**src/rtl/vector_magnitude_nd.sv**
```systemverilog
// Euclidean magnitude (or squared magnitude) of an N-channel signed fixed-point vector.
// Latency: N_CHANNELS+S+1 cycles from accept to out_valid (mode 0), N_CHANNELS+1 (mode 1).
// Backpressure: one vector in flight; in_ready only in IDLE, results held in DONE until out_ready.
module vector_magnitude_nd #(
    parameter int N_CHANNELS        = 3,
    parameter int INPUT_WIDTH       = 8,
    parameter int INPUT_FRAC_WIDTH  = 7,
    parameter int OUTPUT_WIDTH      = 8,
    parameter int OUTPUT_FRAC_WIDTH = 7
) (
    input  logic                               clk,
    input  logic                               reset,
    input  logic [N_CHANNELS*INPUT_WIDTH-1:0]  in_data,
    input  logic                               in_valid,
    input  logic                               in_mode,
    output logic                               in_ready,
    output logic [OUTPUT_WIDTH-1:0]            out_r,
    output logic [N_CHANNELS*OUTPUT_WIDTH-1:0] out_sq,
    output logic                               out_overflow,
    output logic                               out_valid,
    input  logic                               out_ready
);

    // Square width, accumulator width (rounded up to even so the root has whole digits)
    localparam int SQW   = 2 * INPUT_WIDTH;
    localparam int LOGN  = (N_CHANNELS > 1) ? $clog2(N_CHANNELS) : 0;
    localparam int SUMW0 = SQW + LOGN;
    localparam int SUMW  = SUMW0 + (SUMW0 % 2);
    localparam int S     = SUMW / 2;
    localparam int RW    = S + 2;
    localparam int CNTW  = $clog2(N_CHANNELS + S + 2);
    // Wide enough that left-aligning any internal value never drops bits before the saturation test
    localparam int ALW   = SUMW + OUTPUT_FRAC_WIDTH + OUTPUT_WIDTH;

    localparam logic [CNTW-1:0] CNT_SQ_LAST = CNTW'(N_CHANNELS);
    localparam logic [CNTW-1:0] CNT_RT_LAST = CNTW'(S - 1);
    localparam logic [CNTW-1:0] CNT_ONE     = CNTW'(1);

    typedef enum logic [1:0] {
        IDLE   = 2'd0,
        SQUARE = 2'd1,
        SQRT   = 2'd2,
        DONE   = 2'd3
    } state_t;

    state_t state;
    state_t state_nxt;

    logic [N_CHANNELS*INPUT_WIDTH-1:0] data_q;
    logic                              mode_q;
    logic [CNTW-1:0]                   cnt;
    logic [SQW-1:0]                    prod_q;
    logic [SUMW-1:0]                   acc;
    logic [SQW-1:0]                    sq_raw [N_CHANNELS];
    logic [SUMW-1:0]                   rad;
    logic [RW-1:0]                     rem;
    logic [S-1:0]                      root;

    logic signed [INPUT_WIDTH-1:0]     chan;
    logic signed [SQW-1:0]             prod_s;
    logic [SUMW-1:0]                   acc_nxt;
    logic [RW+1:0]                     rem_trial;
    logic [RW+1:0]                     trial;
    logic                              digit;
    logic [RW-1:0]                     rem_nxt;
    logic [S-1:0]                      root_nxt;
    logic                              last_sq;
    logic                              last_rt;
    logic                              load_out;
    logic [SQW-1:0]                    sq_eff [N_CHANNELS];
    logic [OUTPUT_WIDTH:0]             r_conv;
    logic [OUTPUT_WIDTH:0]             sq_conv [N_CHANNELS];
    logic [N_CHANNELS*OUTPUT_WIDTH-1:0] sq_word;
    logic                              ovf_nxt;

    // Align a fixed-point value to OUTPUT_FRAC_WIDTH and saturate; MSB of result flags saturation
    function automatic logic [OUTPUT_WIDTH:0] fx_align(input logic [ALW-1:0] v, input int frac);
        logic [ALW-1:0] a;
        if (frac >= OUTPUT_FRAC_WIDTH) begin
            a = v >> (frac - OUTPUT_FRAC_WIDTH);
        end else begin
            a = v << (OUTPUT_FRAC_WIDTH - frac);
        end
        if (|a[ALW-1:OUTPUT_WIDTH]) begin
            return {1'b1, {OUTPUT_WIDTH{1'b1}}};
        end
        return {1'b0, a[OUTPUT_WIDTH-1:0]};
    endfunction

    assign in_ready  = (state == IDLE);
    assign out_valid = (state == DONE);
    assign last_sq   = (state == SQUARE) && (cnt == CNT_SQ_LAST);
    assign last_rt   = (state == SQRT) && (cnt == CNT_RT_LAST);
    assign load_out  = (last_sq && mode_q) || last_rt;

    // Shared multiplier: pick the channel addressed by the counter and square it
    always_comb begin
        chan = '0;
        for (int i = 0; i < N_CHANNELS; i++) begin
            if (cnt == CNTW'(i)) begin
                chan = data_q[i*INPUT_WIDTH +: INPUT_WIDTH];
            end
        end
        prod_s  = chan * chan;
        acc_nxt = acc + SUMW'(prod_q);
    end

    // One restoring square-root digit: bring down two radicand bits, try (4*root+1)
    always_comb begin
        rem_trial = {rem, rad[SUMW-1 -: 2]};
        trial     = {2'b00, root, 2'b01};
        digit     = (rem_trial >= trial);
        rem_nxt   = digit ? RW'(rem_trial - trial) : RW'(rem_trial);
        root_nxt  = S'({root, digit});
    end

    // Output conversion; the final square is still in the product register on the last SQUARE cycle
    always_comb begin
        for (int i = 0; i < N_CHANNELS; i++) begin
            sq_eff[i] = sq_raw[i];
        end
        if (last_sq) begin
            sq_eff[N_CHANNELS-1] = prod_q;
        end
        ovf_nxt = 1'b0;
        sq_word = '0;
        for (int i = 0; i < N_CHANNELS; i++) begin
            sq_conv[i] = fx_align(ALW'(sq_eff[i]), 2 * INPUT_FRAC_WIDTH);
            sq_word[i*OUTPUT_WIDTH +: OUTPUT_WIDTH] = sq_conv[i][OUTPUT_WIDTH-1:0];
            ovf_nxt = ovf_nxt | sq_conv[i][OUTPUT_WIDTH];
        end
        if (mode_q) begin
            r_conv = fx_align(ALW'(acc_nxt), 2 * INPUT_FRAC_WIDTH);
        end else begin
            r_conv = fx_align(ALW'(root_nxt), INPUT_FRAC_WIDTH);
        end
        ovf_nxt = ovf_nxt | r_conv[OUTPUT_WIDTH];
    end

    // FSM state register
    always_ff @(posedge clk or negedge reset) begin
        if (!reset) begin
            state <= IDLE;
        end else begin
            state <= state_nxt;
        end
    end

    // FSM next state: squared-magnitude mode skips the root entirely
    always_comb begin
        state_nxt = state;
        case (state)
            IDLE:   if (in_valid) state_nxt = SQUARE;
            SQUARE: if (last_sq) state_nxt = mode_q ? DONE : SQRT;
            SQRT:   if (last_rt) state_nxt = DONE;
            DONE:   if (out_ready) state_nxt = IDLE;
            default: state_nxt = IDLE;
        endcase
    end

    // Datapath: capture, pipelined square/accumulate, then one root digit per cycle
    always_ff @(posedge clk or negedge reset) begin
        if (!reset) begin
            data_q <= '0;
            mode_q <= 1'b0;
            cnt    <= '0;
            prod_q <= '0;
            acc    <= '0;
            rad    <= '0;
            rem    <= '0;
            root   <= '0;
            for (int i = 0; i < N_CHANNELS; i++) begin
                sq_raw[i] <= '0;
            end
        end else begin
            case (state)
                IDLE: begin
                    if (in_valid) begin
                        data_q <= in_data;
                        mode_q <= in_mode;
                        cnt    <= '0;
                        acc    <= '0;
                    end
                end
                SQUARE: begin
                    prod_q <= SQW'(prod_s);
                    if (cnt != '0) begin
                        acc <= acc_nxt;
                        for (int i = 0; i < N_CHANNELS; i++) begin
                            if (cnt == CNTW'(i + 1)) begin
                                sq_raw[i] <= prod_q;
                            end
                        end
                    end
                    if (last_sq) begin
                        cnt  <= '0;
                        rad  <= acc_nxt;
                        rem  <= '0;
                        root <= '0;
                    end else begin
                        cnt <= cnt + CNT_ONE;
                    end
                end
                SQRT: begin
                    rad  <= rad << 2;
                    rem  <= rem_nxt;
                    root <= root_nxt;
                    cnt  <= cnt + CNT_ONE;
                end
                default: begin
                end
            endcase
        end
    end

    // Result registers update only on the edge that enters DONE
    always_ff @(posedge clk or negedge reset) begin
        if (!reset) begin
            out_r        <= '0;
            out_sq       <= '0;
            out_overflow <= 1'b0;
        end else if (load_out) begin
            out_r        <= r_conv[OUTPUT_WIDTH-1:0];
            out_sq       <= sq_word;
            out_overflow <= ovf_nxt;
        end
    end

endmodule

```
**config.mk**
```make
export PLATFORM = sky130hd
export DESIGN_NAME = vector_magnitude_nd
export DESIGN_NICKNAME = d
export VERILOG_FILES = /design/src/rtl/vector_magnitude_nd.sv
export SDC_FILE = /design/constraint.sdc
export NUM_CORES = 1
export LEC_CHECK = 0
export CELL_PAD_IN_SITES_DETAIL_PLACEMENT = 1
export CELL_PAD_IN_SITES_GLOBAL_PLACEMENT = 2
export CORE_AREA = 2 2 175 177
export CTS_CLUSTER_SIZE = 24
export DETAILED_ROUTE_END_ITERATION = 8
export DIE_AREA = 0 0 177 179
export PLACE_DENSITY = 0.84
export SKIP_CTS_REPAIR_TIMING = 1
export SYNTH_ARGS = -nofsm -noshare
export SYNTH_HDL_FRONTEND = slang
export SYNTH_SLANG_ARGS = --single-unit
```
**constraint.sdc**
```tcl
create_clock -name clk -period 5.04 [get_ports clk]
set_input_delay 0.504 -clock clk [delete_from_list [all_inputs] [get_ports clk]]
set_output_delay 0.504 -clock clk [all_outputs]
set_load 0.005 [all_outputs]
```
==> results.txt <==
----------------------------------------------------
[Status]
  Result of the run ... finished with violations
  Violated checks ... negative setup slack

[Detailed routing]
  Max layer used ... met5
  Average detailed-routed wire length per instance ... 17.84 um
  Routed length on met2 ... 14790 um
  Ratio of routed vias to standard cells ... 5.098
  Wl on met1 ... 12930 um
  Met3 wirelength from detailed routing ... 568 um
  Post-detailed-route DRC marker count ... 0
  Final antenna-violating net count ... 0
  First-pass iteration count of the detailed router ... 5
  Routed via count ... 8208
  Drt first-iter violations ... 364
  Detailed Route WL ... 28720 um

[Global routing]
  Vias in the first global route ... 8851
  Total gr overflow ... 0
  Pin count of the biggest net entering global routing ... 95
  GRT Overall Usage ... 18.12%
  Antenna violations before repair ... 1
  Global-route wire length before repair ... 45330 um

[CTS]
  Clock latency on the worst-skew pair ... 440 ps
  TritonCTS clock tree ... yes
  Clock buffer depth ... 2
  Clock input transition at the sequential cells of the worst setup and hold paths ... 70 ps
  H-Tree Level Count ... 4
  Library cell used as clock root buffer ... sky130_fd_sc_hd__clkbuf_16
  Number of buffers inserted during clock tree synthesis ... 17
  Number of sinks handled by clock tree synthesis ... 162

[Critical path]
  Data required, critical path ... 5350 ps
  Category of the worst setup path launch point ... flop
  Max incr delay on CP ... 540 ps
  Dominant delay contributor by cell family on the critical path ... adder cells
  Worst reg2reg path startpoint ... cnt[0]$_DFFE_PN0P_
  Number of buffers and inverters on the critical path ... 8
  Slowest CP cell ... sky130_fd_sc_hd__fa_1
  Number of cells on the worst reg-to-reg path ... 25
  Flop-to-flop setup slack ... -100 ps
  Setup crit end kind ... flop
  Endpoint of the worst-slack reg-to-reg timing path ... prod_q[15]$_DFFE_PN0P_
  Arrival time at the worst endpoint ... 5460 ps
  Biggest fanout along the worst timing path ... 9
  WS Path Type ... flop to flop
  Cell type with the highest occurrence count on the critical path ... sky130_fd_sc_hd__fa_1

[Final layout]
  Number of antenna diodes ... 0
  Total area of multi-input combinational cells ... 6215 um2
  Share of final-layout standard cells stronger than drive strength 1 ... 25.86%
  Layout Cell Area excl Fill ... 13190 um2
  Layout Area Growth over Synthesis ... 28.51%
  Net count, final ... 1337
  Filler instances ... 3322
  Final cell count without fillers ... 1610
  Final core utilization ... 43.91%
  Total area of sequential cells ... 4055 um2

[Floorplanning]
  Initial Utilization ... 34.17%
  Core Footprint ... 30030 um2
  Overall die area ... 31680 um2
  Y dimension of the die ... 179 um
  Number of placement rows ... 64
  Horizontal die dimension ... 177 um
  Top Ports ... 64

[Yosys]
  Number of flops mapped to enable cells by yosys ... 0
  Number of nets in the synthesized netlist ... 1192
  Synthesized cell area ... 10260 um2
  Part of the Yosys area used for sequential elements ... 39.51%
  Top flip-flop cell by instance count after synthesis ... sky130_fd_sc_hd__dfrtp_1
  Yosys warnings ... 0
  Flip-flop and latch count after synthesis ... 162
  Leading cell types by total area after synthesis ... sky130_fd_sc_hd__dfrtp_1 (40%), sky130_fd_sc_hd__fa_1 (8.0%), sky130_fd_sc_hd__ha_1 (7.9%)
  Cell with the most instances after synthesis ... sky130_fd_sc_hd__dfrtp_1
  Library cell occupying the most area in the post-synthesis netlist ... sky130_fd_sc_hd__dfrtp_1
  Count of unique library cells instantiated by Yosys ... 66
  Mean post-synth cell area ... 9.707 um2
  Yosys top cell area share ... 39.51%
  Most numerous cell types in the synthesized netlist ... sky130_fd_sc_hd__dfrtp_1 (162), sky130_fd_sc_hd__nand2_1 (138), sky130_fd_sc_hd__inv_1 (96)
  Number of instances in the synthesized netlist ... 1057
  Async set-reset flop share out of synthesis ... 100.0%

[Timing]
  Tightest slew margin relative to the limit ... 27.96%
  Clock period minus worst slack ... 5143 ps
  Unrepaired setup endpoints after global routing ... yes
  Post-route clock skew ... 17.93 ps
  Hold Vio Cnt, Final ... 0
  Maximum clock frequency ... 0.1945 GHz
  Fin worst setup slack ... -102.6 ps
  Final-report max-slew violation count ... 0
  Total negative slack for setup checks ... -380.4 ps
  Share of the clock period used by the worst path after layout ... 102.0%
  Number of setup violations in the final report ... 5
  Measured slew at the worst slew-check pin ... 1078 ps

[Placement]
  RePlAce Congestion ... 0.8115
  Quantity of I/O buffers inserted on ports ... 63
  Area of placed instances ... 11990 um2
  Cell count after placement ... 1554
  Detail Placement HPWL ... 20320 um

[Run]
  Max Cap Violations ... 0

[Worst hold path]
  Class of the most critical hold timing path ... input port to asynchronous set/reset pin

----------------------------------------------------
## sequential cells by signal, summed over array words and instances (netlist names), 8 cells and up
register / cells
out_sq: 24
root: 9
prod_q: 15
rad: 18
out_r: 8
rem: 11
data_q: 24
acc: 18
sq_eff: 18
sq_raw: 9
## how the worst max path moves through the flow
stage                                  end  slack [ps]  depth (start not counted)          startpoint
floorplan           prod_q[13]$_DFFE_PN0P_          -5                         23  cnt[1]$_DFFE_PN0P_
global placement    prod_q[13]$_DFFE_PN0P_        -300                         25  cnt[0]$_DFFE_PN0P_
detailed placement  prod_q[13]$_DFFE_PN0P_        -460                         23  cnt[0]$_DFFE_PN0P_
CTS                 prod_q[13]$_DFFE_PN0P_        -470                         25  cnt[0]$_DFFE_PN0P_
global route        prod_q[15]$_DFFE_PN0P_        -330                         25  cnt[1]$_DFFE_PN0P_
finish              prod_q[15]$_DFFE_PN0P_        -100                         25  cnt[0]$_DFFE_PN0P_
## through the flow
stage | worst slack [ps] | hold WS [ps]
CTS | -469.2 | 191.3
global route | -327.8 | 206.6
global placement | -299.4 | 453.4
detailed placement | -463.4 | 456.2
finish | -102.6 | 122.9
floorplan | -4.677 | 208.4
## layer usage
| layer | vias up | track usage [%] |
|---|---|---|
| met4 | 2 | 4.167 |
| li1 | 3924 | - |
| met3 | 34 | 3.053 |
| met2 | 90 | 32.34 |
| met5 | - | 0 |
| met1 | 4158 | 22.85 |
## logic make-up after synthesis
kind of cell    Yosys count  share of synthesized area, %
simple gates            316                         13.91
compound gates          221                         14.01
mux                      74                         8.000
flops                   162                         39.51
buf+inv                 137                         5.134
fa+ha+maj               106                         15.93
xor+xnor                 41                         3.500
## area by class of cell
cell class,count,share of cell area (%)
Clock inverter,14,1.091
Timing Repair Buffer,166,11.24
Tap cell,396,3.758
Clock buffer,17,3.226
Multi-Input combinational cell,758,47.13
Inverter,97,2.799
Sequential cell,162,30.76
## layout by cell type, fill, tap and decap left out, types with 30 or more instances in the layout
| master | n |
|---|---|
| sky130_fd_sc_hd__buf_4 | 91 |
| sky130_fd_sc_hd__o21ai_0 | 70 |
| sky130_fd_sc_hd__nand2_1 | 132 |
| sky130_fd_sc_hd__inv_1 | 77 |
| sky130_fd_sc_hd__mux2_2 | 63 |
| sky130_fd_sc_hd__dfrtp_1 | 161 |
| sky130_fd_sc_hd__nor2_1 | 62 |
| sky130_fd_sc_hd__a21oi_1 | 35 |
| sky130_fd_sc_hd__fa_1 | 39 |
| sky130_fd_sc_hd__ha_1 | 49 |
| sky130_fd_sc_hd__clkdlybuf4s50_1 | 62 |
| sky130_fd_sc_hd__xnor2_1 | 30 |
## worst register-to-register path, cell delays in order (launching register included)
cell                      delay [ps]
sky130_fd_sc_hd__dfrtp_2         410
sky130_fd_sc_hd__inv_2            70
sky130_fd_sc_hd__buf_4           130
sky130_fd_sc_hd__ha_1            180
sky130_fd_sc_hd__and2_4          160
sky130_fd_sc_hd__buf_12          140
sky130_fd_sc_hd__nor2_2          150
sky130_fd_sc_hd__a21oi_4          60
sky130_fd_sc_hd__buf_4           150
sky130_fd_sc_hd__nor2_4          120
sky130_fd_sc_hd__xor2_1          190
sky130_fd_sc_hd__ha_1            290
sky130_fd_sc_hd__fa_1            480
sky130_fd_sc_hd__fa_1            490
sky130_fd_sc_hd__inv_1            50
sky130_fd_sc_hd__fa_1            540
sky130_fd_sc_hd__inv_2            50
sky130_fd_sc_hd__ha_4            270
sky130_fd_sc_hd__inv_1            60
sky130_fd_sc_hd__o21a_1          200
sky130_fd_sc_hd__nor3_4          200
sky130_fd_sc_hd__a41oi_4         140
sky130_fd_sc_hd__buf_6           150
sky130_fd_sc_hd__a21oi_4         130
sky130_fd_sc_hd__xnor2_2         120
sky130_fd_sc_hd__a21oi_1          80
Power is left out: the tool's default activity adds up to more than one toggle a clock period on the data nets, which glitch-free logic cannot reach.
